==> src/rtl/fifo_word_packer.sv <==
// Packs WORDS consecutive FIFO reads into one wide word per req edge.
// Handles empty-FIFO stalls, abort, and drops requests that arrive while busy.
module fifo_word_packer #(
  parameter int IN_W      = 32,
  parameter int WORDS     = 3,
  parameter int MSB_FIRST = 1,
  parameter int EDGE_SEL  = 0
) (
  input  logic                  clk,
  input  logic                  rst_n,
  input  logic                  req,
  input  logic                  abort,
  output logic                  fifo_rd,
  input  logic                  fifo_empty,
  input  logic [IN_W-1:0]       fifo_dout,
  output logic [IN_W*WORDS-1:0] out_data,
  output logic                  out_valid,
  output logic                  busy,
  output logic                  req_drop
);

  localparam int CW = $clog2(WORDS + 1);
  localparam int OW = IN_W * WORDS;
  localparam logic [CW-1:0] WORDS_C = CW'(WORDS);
  localparam logic [CW-1:0] LAST_C  = CW'(WORDS - 1);
  localparam logic          SYNC_RST = (EDGE_SEL != 0);

  typedef enum logic [1:0] {
    IDLE,
    READ,
    DONE
  } state_t;

  state_t        state;
  state_t        state_nx;
  logic          r0;
  logic          r1;
  logic          trig;
  logic          rd_q;
  logic          cap;
  logic          last_cap;
  logic          kill;
  logic [CW-1:0] issued;
  logic [CW-1:0] rcvd;
  logic [OW-1:0] acc;
  logic [OW-1:0] acc_nx;

  assign trig = (EDGE_SEL != 0) ? (r0 & ~r1) : (r1 & ~r0);

  // Accumulator with the word arriving this cycle dropped into slot rcvd
  always_comb begin
    acc_nx = acc;
    for (int k = 0; k < WORDS; k++) begin
      if (rcvd == CW'(k)) begin
        if (MSB_FIRST != 0)
          acc_nx[IN_W*(WORDS-k)-1 -: IN_W] = fifo_dout;
        else
          acc_nx[IN_W*k +: IN_W] = fifo_dout;
      end
    end
  end

  always_comb begin
    state_nx  = state;
    fifo_rd   = 1'b0;
    out_valid = 1'b0;
    cap       = 1'b0;
    last_cap  = 1'b0;
    busy      = (state != IDLE);
    kill      = abort & busy;
    req_drop  = trig & busy;
    unique case (state)
      IDLE: begin
        if (trig)
          state_nx = READ;
      end
      READ: begin
        fifo_rd  = (issued < WORDS_C)
                 & ~fifo_empty & ~abort;
        cap      = rd_q & ~abort;
        last_cap = cap & (rcvd == LAST_C);
        if (last_cap)
          state_nx = DONE;
      end
      DONE: begin
        out_valid = 1'b1;
        state_nx  = IDLE;
      end
      default: state_nx = IDLE;
    endcase
    if (kill)
      state_nx = IDLE;
  end

  always_ff @(posedge clk) begin
    if (!rst_n) begin
      state    <= IDLE;
      r0       <= SYNC_RST;
      r1       <= SYNC_RST;
      rd_q     <= 1'b0;
      issued   <= '0;
      rcvd     <= '0;
      acc      <= '0;
      out_data <= '0;
    end else begin
      r0    <= req;
      r1    <= r0;
      state <= state_nx;
      rd_q  <= fifo_rd;
      if (kill || state == DONE) begin
        issued <= '0;
        rcvd   <= '0;
      end else begin
        if (fifo_rd)
          issued <= issued + 1'b1;
        if (cap) begin
          rcvd <= rcvd + 1'b1;
          acc  <= acc_nx;
        end
      end
      // Full word becomes visible only on the last capture
      if (last_cap)
        out_data <= acc_nx;
    end
  end

endmodule

==> config.mk <==
export PLATFORM = sky130hd
export DESIGN_NAME = fifo_word_packer
export DESIGN_NICKNAME = d
export VERILOG_FILES = /design/src/rtl/fifo_word_packer.sv
export SDC_FILE = /design/constraint.sdc
export NUM_CORES = 1
export LEC_CHECK = 0
export CORE_MARGIN = 2
export CORE_UTILIZATION = 55
export DETAILED_ROUTE_END_ITERATION = 8
export GPL_ROUTABILITY_DRIVEN = 0
export HOLD_SLACK_MARGIN = 0.12
export PLACE_DENSITY_LB_ADDON = 0.08
export SKIP_CTS_REPAIR_TIMING = 1
export SYNTH_ARGS = -nofsm -noshare
export SYNTH_HDL_FRONTEND = slang
export SYNTH_SLANG_ARGS = --single-unit
export TNS_END_PERCENT = 5
==> constraint.sdc <==
create_clock -name clk -period 3.3 [get_ports clk]
set_input_delay 0.825 -clock clk [delete_from_list [all_inputs] [get_ports clk]]
set_output_delay 0.825 -clock clk [all_outputs]
set_load 0.05 [all_outputs]
==> impl_summary.txt, run 1 <==
----------------------------------------------------
[Outcome]
  Result of the run ... finished, final reports clean

[Setup path]
  Worst Path Buf+Inv ... 2
  Startpoint type of the worst setup path ... input pin
  Gate family responsible for the most delay along the worst path ... simple AND/OR/NAND/NOR gates
  Largest stage delay on the critical path ... about 0.48 ns
  Highest net fanout along the worst path ... 5
  Critical Path End Type ... primary output
  Critical Path RT ... 2.47 ns
  Slowest stage cell, crit path ... clkdlybuf4s50_1
  Setup slack of the most critical reg-to-reg path ... ~1.1 ns
  Arr. time, crit path ... 2.27 ns
  Cell breakdown of the critical path ... clkdlybuf4s50_1 -> or3b_4 -> nor3_1 -> buf_12
  Setup CP Type ... in -> out

[GRT]
  Antenna violations before repair ... 0
  GR Overflow Total ... 0
  Maximum number of pins on one net before global-route repair ... between 80 and 90
  Wire length of the first global-routing pass ... 27.9 mm
  Via count of the first global-routing pass ... approximately 5,600
  Overall routing resource usage ... 24.5%

[Logic synthesis]
  Cell count after synthesis ... slightly above 700
  Number of nets produced by synthesis ... around 770
  Cell type with the largest total area after synthesis ... dfxtp_1
  Average instance area after synthesis ... slightly below 10 sq um
  Proportion of netlist area held by the largest area contributor ... 47.9%
  Number of distinct library cells after synthesis ... 30
  Number of enable flip-flop cells after synthesis ... 0
  Yosys synthesis warning count ... 0
  Sequential area share after synthesis ... 47.9%
  Proportion of synthesized flip-flops having asynchronous set or reset ... 0%
  Netlist Area Pre-Place ... approximately 7100 sq um
  Top cells by area in the synthesized netlist ... dfxtp_1 48%, mux2i_1 18%, o211a_1 9.1%
  Post-synthesis register bit count ... approximately 170
  Most instantiated flip-flop cell in the synthesis netlist ... dfxtp_1

[STA]
  Setup total negative slack ... 0 ns
  Number of endpoints with negative hold slack in the final report ... 0
  Slew at the pin closest to its max-slew limit ... roughly 0.7 ns
  Min Tclk post-route ... slightly above 3 ns
  Number of max-slew violations in the final report ... 0
  Upper clock frequency limit ... around 0.32 GHz
  Final clock period utilization by the worst path ... a little over nine tenths
  Worst slew margin relative to its limit ... between 50% and 60%
  Clock Skew ... around 0.0048 ns
  Hold Worst Slack ... approximately 0.45 ns
  Unrepaired setup endpoints after global routing ... no
  Number of failing setup endpoints in the final timing report ... 0

[Detailed routing]
  Number of DRC markers after the initial detailed-route iteration ... ~420
  Total routed wirelength ... between 15 and 20 mm
  DRC Markers ... 0
  Vias after detailed routing ... 5,754
  Final antenna-violating net count ... 0
  Drt pass-1 iters ... 4
  Average wire length per cell after detail routing ... ~16 microns
  Average vias per placed instance ... roughly 5.7

[Power and ir drop]
  Leakage Power ... around 0.0046 uW
  Worst ir drop on vdd ... between 0.0003 and 0.0004 V
  Power density relative to cell area ... approximately 470 nW/um^2

[Floorplan]
  Core footprint ... between 10,000 and 15,000 sq um
  Starting density of the core ... between 50% and 60%
  Die Height ... roughly 120 microns
  I/O pins ... approximately 140
  Number of rows in the core area ... between 40 and 50
  Die Outline Area ... approximately 14,000 sq um
  Width of the die ... approximately 120 microns

[Cells and area]
  Non-filler instance count after layout ... a little over 1,000
  Layout area overhead ... 29.2%
  Antenna diodes ... 0
  Most common cell after layout, fill and taps aside ... dfxtp_1
  Fraction of final layout cells with drive strength greater than 1 ... 6.69%
  Commonest cells after routing, fill and taps aside ... 169 x dfxtp_1, 134 x clkdlybuf4s50_1, 130 x nand2_1, 129 x mux2i_1
  Net total in the final layout ... roughly 870

[Placement]
  Final HPWL DP ... 10.5 mm
  Buffers added on ports ... ~140
  Placed cell count ... 977

[Clocking]
  Later-pin clock latency in the skew report ... between 0.4 and 0.5 ns
  CTS clock-pin slew for the worst setup and hold paths ... roughly 0.060 ns
  Number of H-tree levels ... 4
  Clock tree from TritonCTS ... yes
  Cell chosen for the clock root ... clkbuf_16
  Number of clock sinks ... ~170
  Num CTS Buffers ... 17
  Max clock buf depth ... 2

[Worst hold path]
  Tightest Hold Check Type ... reg -> reg

[Run]
  Max Cap Viol ... 0

----------------------------------------------------
-- cell type report --
cell class	count	area, sq um
clock buffer	24	502
clock inverter	8	115
fill	958	3440
inverter	2	7.51
multi-input combinational	482	3360
sequential	169	3380
tap	172	215
timing repair buffer	152	1540
-- path summary, 6_finish.rpt --
path,from,endpoint,cells past startpoint
max reg2reg,rcvd[0]$_SDFFE_PP0P_,out_data[68]$_SDFFE_PN0P_,6
min reg2reg,out_data[27]$_SDFFE_PN0P_,out_data[27]$_SDFFE_PN0P_,2
min,out_data[27]$_SDFFE_PN0P_,out_data[27]$_SDFFE_PN0P_,2
max,abort,fifo_rd,4
-- tightest hold or removal path, cell delays in order, from the launching register on --
cell and delay [ns]:
dfxtp_1 0.31, nand2_1 0.05, o21ai_1 0.05
-- flip-flops by register name (all words and copies together) (netlist names) --
name,flops
acc,64
issued,2
out_data,96
r0,1
r1,1
rcvd,2
rd_q,1
state,2
-- logic make-up (layout without fill, tap and decap cells) --
kind of cell,Yosys count,in the layout,share of synthesized area (%)
fa+ha+maj,4,4,0.708
compound gates,102,102,11.8
simple gates,246,246,16.2
xor+xnor,1,1,0.124
flops,169,169,47.9
mux,129,129,18.3
buf+inv,76,186,4.96
-- metrics by stage --
| step | util [%] | worst slack, ns | power (uW) | area [sq um] |
|---|---|---|---|---|
| 2_1_floorplan | - | 0.184 | 2160 | 7070 |
| 3_3_place_gp | 67.7 | 0.250 | 2230 | 8510 |
| 3_5_place_dp | 67.7 | 0.207 | 2240 | 8510 |
| 4_1_cts | 72.6 | 0.206 | 4270 | 9130 |
| 5_1_grt | 72.6 | 0.136 | 4380 | 9130 |
| 6_report | 72.6 | 0.206 | 4250 | 9130 |
-- power breakdown --
part	internal, uW	leakage [uW]	total (uW)	switching (uW)
registers	2040	0.00136	2040	1.33
logic	61.8	0.00289	151	89.0
clock network	1290	0.000310	2060	774
-- routing by layer --
layer,track usage (%),up-vias,share of wire (%)
li1,-,2782,-
met1,31.6,2808,45
met2,41.1,149,49
met3,5.93,15,5.4
met4,6.85,0,1.2
met5,0,-,0
-- Yosys cell counts (2+ instances only) --
cell type and number:
nand4_1 32, inv_1 2, buf_2 19, buf_1 7, and2_1 4, nor2_1 2, nor3b_1 2, nand3_1 64
buf_6 2, o31ai_1 2, mux2i_1 129, a21oi_1 4, buf_4 7, dfxtp_1 169, clkbuf_1 39, ha_1 4
nand2_1 132, o211a_1 64, o21ai_1 32
Note: power is estimated with default switching activity, not from simulation.
==> run 2, diff against run 1 <==
--- a/config.mk
+++ b/config.mk
@@ -5,8 +5,9 @@
 export SDC_FILE = /design/constraint.sdc
 export NUM_CORES = 1
 export LEC_CHECK = 0
-export CORE_MARGIN = 2
-export CORE_UTILIZATION = 55
+export CELL_PAD_IN_SITES_DETAIL_PLACEMENT = 0
+export CELL_PAD_IN_SITES_GLOBAL_PLACEMENT = 1
+export CORE_UTILIZATION = 42
 export DETAILED_ROUTE_END_ITERATION = 8
 export GPL_ROUTABILITY_DRIVEN = 0
 export HOLD_SLACK_MARGIN = 0.12
==> run 2 against run 1 <==
  * Worst hold slack worse by 0.0036 ns
  * Wire length is 5.4% higher
  * Clock skew is 0.0026 ns higher
==> impl_summary.txt, run 2 (same netlist as run 1, synthesis figures left out) <==
----------------------------------------------------
[STA]
  Unrepaired setup endpoints after global routing ... no
  Final clock period utilization by the worst path ... 93.0%
  Number of max-slew violations in the final report ... 0
  Worst slew margin relative to its limit ... 56.7%
  Setup total negative slack ... 0 ns
  Slew at the pin closest to its max-slew limit ... around 0.65 ns
  Clock Skew ... 0.00742 ns
  Upper clock frequency limit ... about 0.33 GHz
  Number of failing setup endpoints in the final timing report ... 0
  Min Tclk post-route ... ~3.1 ns
  Number of endpoints with negative hold slack in the final report ... 0

[Setup path]
  Setup slack of the most critical reg-to-reg path ... approximately 1.2 ns
  Setup crit end ... fifo_rd
  Setup CP Type ... in -> out
  Slowest stage cell, crit path ... clkdlybuf4s50_1
  Arr. time, crit path ... about 2.2 ns
  Cell breakdown of the critical path ... clkdlybuf4s50_1 -> or3b_4 -> nor3_1 -> buf_12
  RR Endpoint ... acc[89]$_SDFFE_PN0P_
  Highest net fanout along the worst path ... 5
  Worst reg2reg path depth ... 5
  Startpoint type of the worst setup path ... input pin
  Launching point of the worst reg2reg path ... rcvd[0]$_SDFFE_PP0P_
  Critical Path RT ... about 2.5 ns
  Largest stage delay on the critical path ... about 0.48 ns
  Critical path startpoint ... abort
  Critical Path End Type ... primary output

[GRT]
  Overall routing resource usage ... between 20% and 30%
  GR Overflow Total ... 0
  Via count of the first global-routing pass ... about 5,700
  Antenna violations before repair ... 0
  Wire length of the first global-routing pass ... ~29 mm
  Maximum number of pins on one net before global-route repair ... 81

[Power and ir drop]
  Leakage Power ... 0.00454 uW
  Worst ir drop on vdd ... 0.000350 V
  Power density relative to cell area ... between 400 and 500 nW/um^2

[Run]
  Max Cap Viol ... 0

[Floorplan]
  Number of rows in the core area ... 47
  Die Height ... 132 microns
  I/O pins ... 137
  Die Outline Area ... approximately 17,000 sq um
  Width of the die ... approximately 130 microns
  Starting density of the core ... around 43%
  Core footprint ... approximately 17,000 sq um

[Cells and area]
  Antenna diodes ... 0
  Most common cell after layout, fill and taps aside ... dfxtp_1
  Flip-flop count of the largest register, all copies and words added ... 96
  Non-filler instance count after layout ... between 1,000 and 1,500
  Layout area overhead ... 30.0%
  Most flops, register ... out_data
  Fraction of final layout cells with drive strength greater than 1 ... 6.58%
  Biggest regs ... out_data (96), acc (64)
  Commonest cells after routing, fill and taps aside ... 169 x dfxtp_1, 134 x clkdlybuf4s50_1, 130 x nand2_1, 129 x mux2i_1
  Net total in the final layout ... approximately 870

[Clocking]
  Number of clock sinks ... roughly 170
  Cell chosen for the clock root ... clkbuf_16
  Clock tree from TritonCTS ... yes
  CTS clock-pin slew for the worst setup and hold paths ... approximately 0.060 ns
  Num CTS Buffers ... 17
  Max clock buf depth ... 2
  Later-pin clock latency in the skew report ... roughly 0.42 ns
  Number of H-tree levels ... 4

[Detailed routing]
  Drt pass-1 iters ... 7
  DRC Markers ... 0
  Average vias per placed instance ... around 5.4
  Vias after detailed routing ... around 5,700
  Number of DRC markers after the initial detailed-route iteration ... between 200 and 250
  Final antenna-violating net count ... 0
  Average wire length per cell after detail routing ... between 15 and 20 microns
  Total routed wirelength ... ~18 mm

[Worst hold path]
  Tightest Hold Check Type ... reg -> reg

[Outcome]
  Result of the run ... finished, final reports clean

[Placement]
  Placed cell count ... between 1,000 and 1,500
  Final HPWL DP ... ~11 mm
  Buffers added on ports ... 136

----------------------------------------------------
==> run 2: changes by cell type in the layout (fill, tap and decap cells not counted), sizes merged <==
| cell | delta |
|---|---|
| clkbuf | -1 |
| clkinv | -1 |
| clkinvlp | +1 |
==> run 2: power breakdown <==
group / switching (uW) / internal (uW)
sequential: 1.42 / 2040
clock: 779 / 1260
combinational: 89.2 / 62.4
==> run 2: worst min path at each step <==
| stage | cells after the start | startpoint | endpoint |
|---|---|---|---|
| after floorplan | 2 | acc[32]$_SDFFE_PN0P_ | acc[32]$_SDFFE_PN0P_ |
| after global placement | 2 | out_data[26]$_SDFFE_PN0P_ | out_data[26]$_SDFFE_PN0P_ |
| after detailed placement | 2 | out_data[25]$_SDFFE_PN0P_ | out_data[25]$_SDFFE_PN0P_ |
| after CTS | 2 | out_data[25]$_SDFFE_PN0P_ | out_data[25]$_SDFFE_PN0P_ |
| after global routing | 2 | out_data[23]$_SDFFE_PN0P_ | out_data[23]$_SDFFE_PN0P_ |
| final | 2 | out_data[25]$_SDFFE_PN0P_ | out_data[25]$_SDFFE_PN0P_ |
==> run 2: routing by layer <==
layer	global-route usage, %	part of all wire [%]	vias up
met5	0	0	-
met4	6.98	1.4	0
met3	4.90	3.5	15
met2	35.2	48	101
met1	25.9	47	2768
li1	-	-	2775
==> run 2: layout make-up <==
cell class              instances  area [sq um]
flip-flops and latches        169          3380
fillers                      1480          7340
repair buffers                152          1560
clock inverters                 8           118
inverters                       2          7.51
clock buffers                  23           488
multi-input cells             482          3360
well taps                     220           275
==> run 2: stage by stage <==
step	setup WS (ns)	utilization, %	total power [uW]	area, sq um	hold slack, ns
global route	0.159	55.6	4390	9190	0.460
finish	0.231	55.6	4240	9190	0.447
CTS	0.221	55.6	4290	9190	0.451
global placement	0.239	51.9	2240	8580	0.435
detailed placement	0.225	51.9	2240	8580	0.440
floorplan	0.184	-	2160	7070	0.438
==> run 2: worst max-delay path: cells and delay by family <==
family,cells,cell delay [ns]
buffers and inverters,2,0.67
and+or+nand+nor,2,0.75
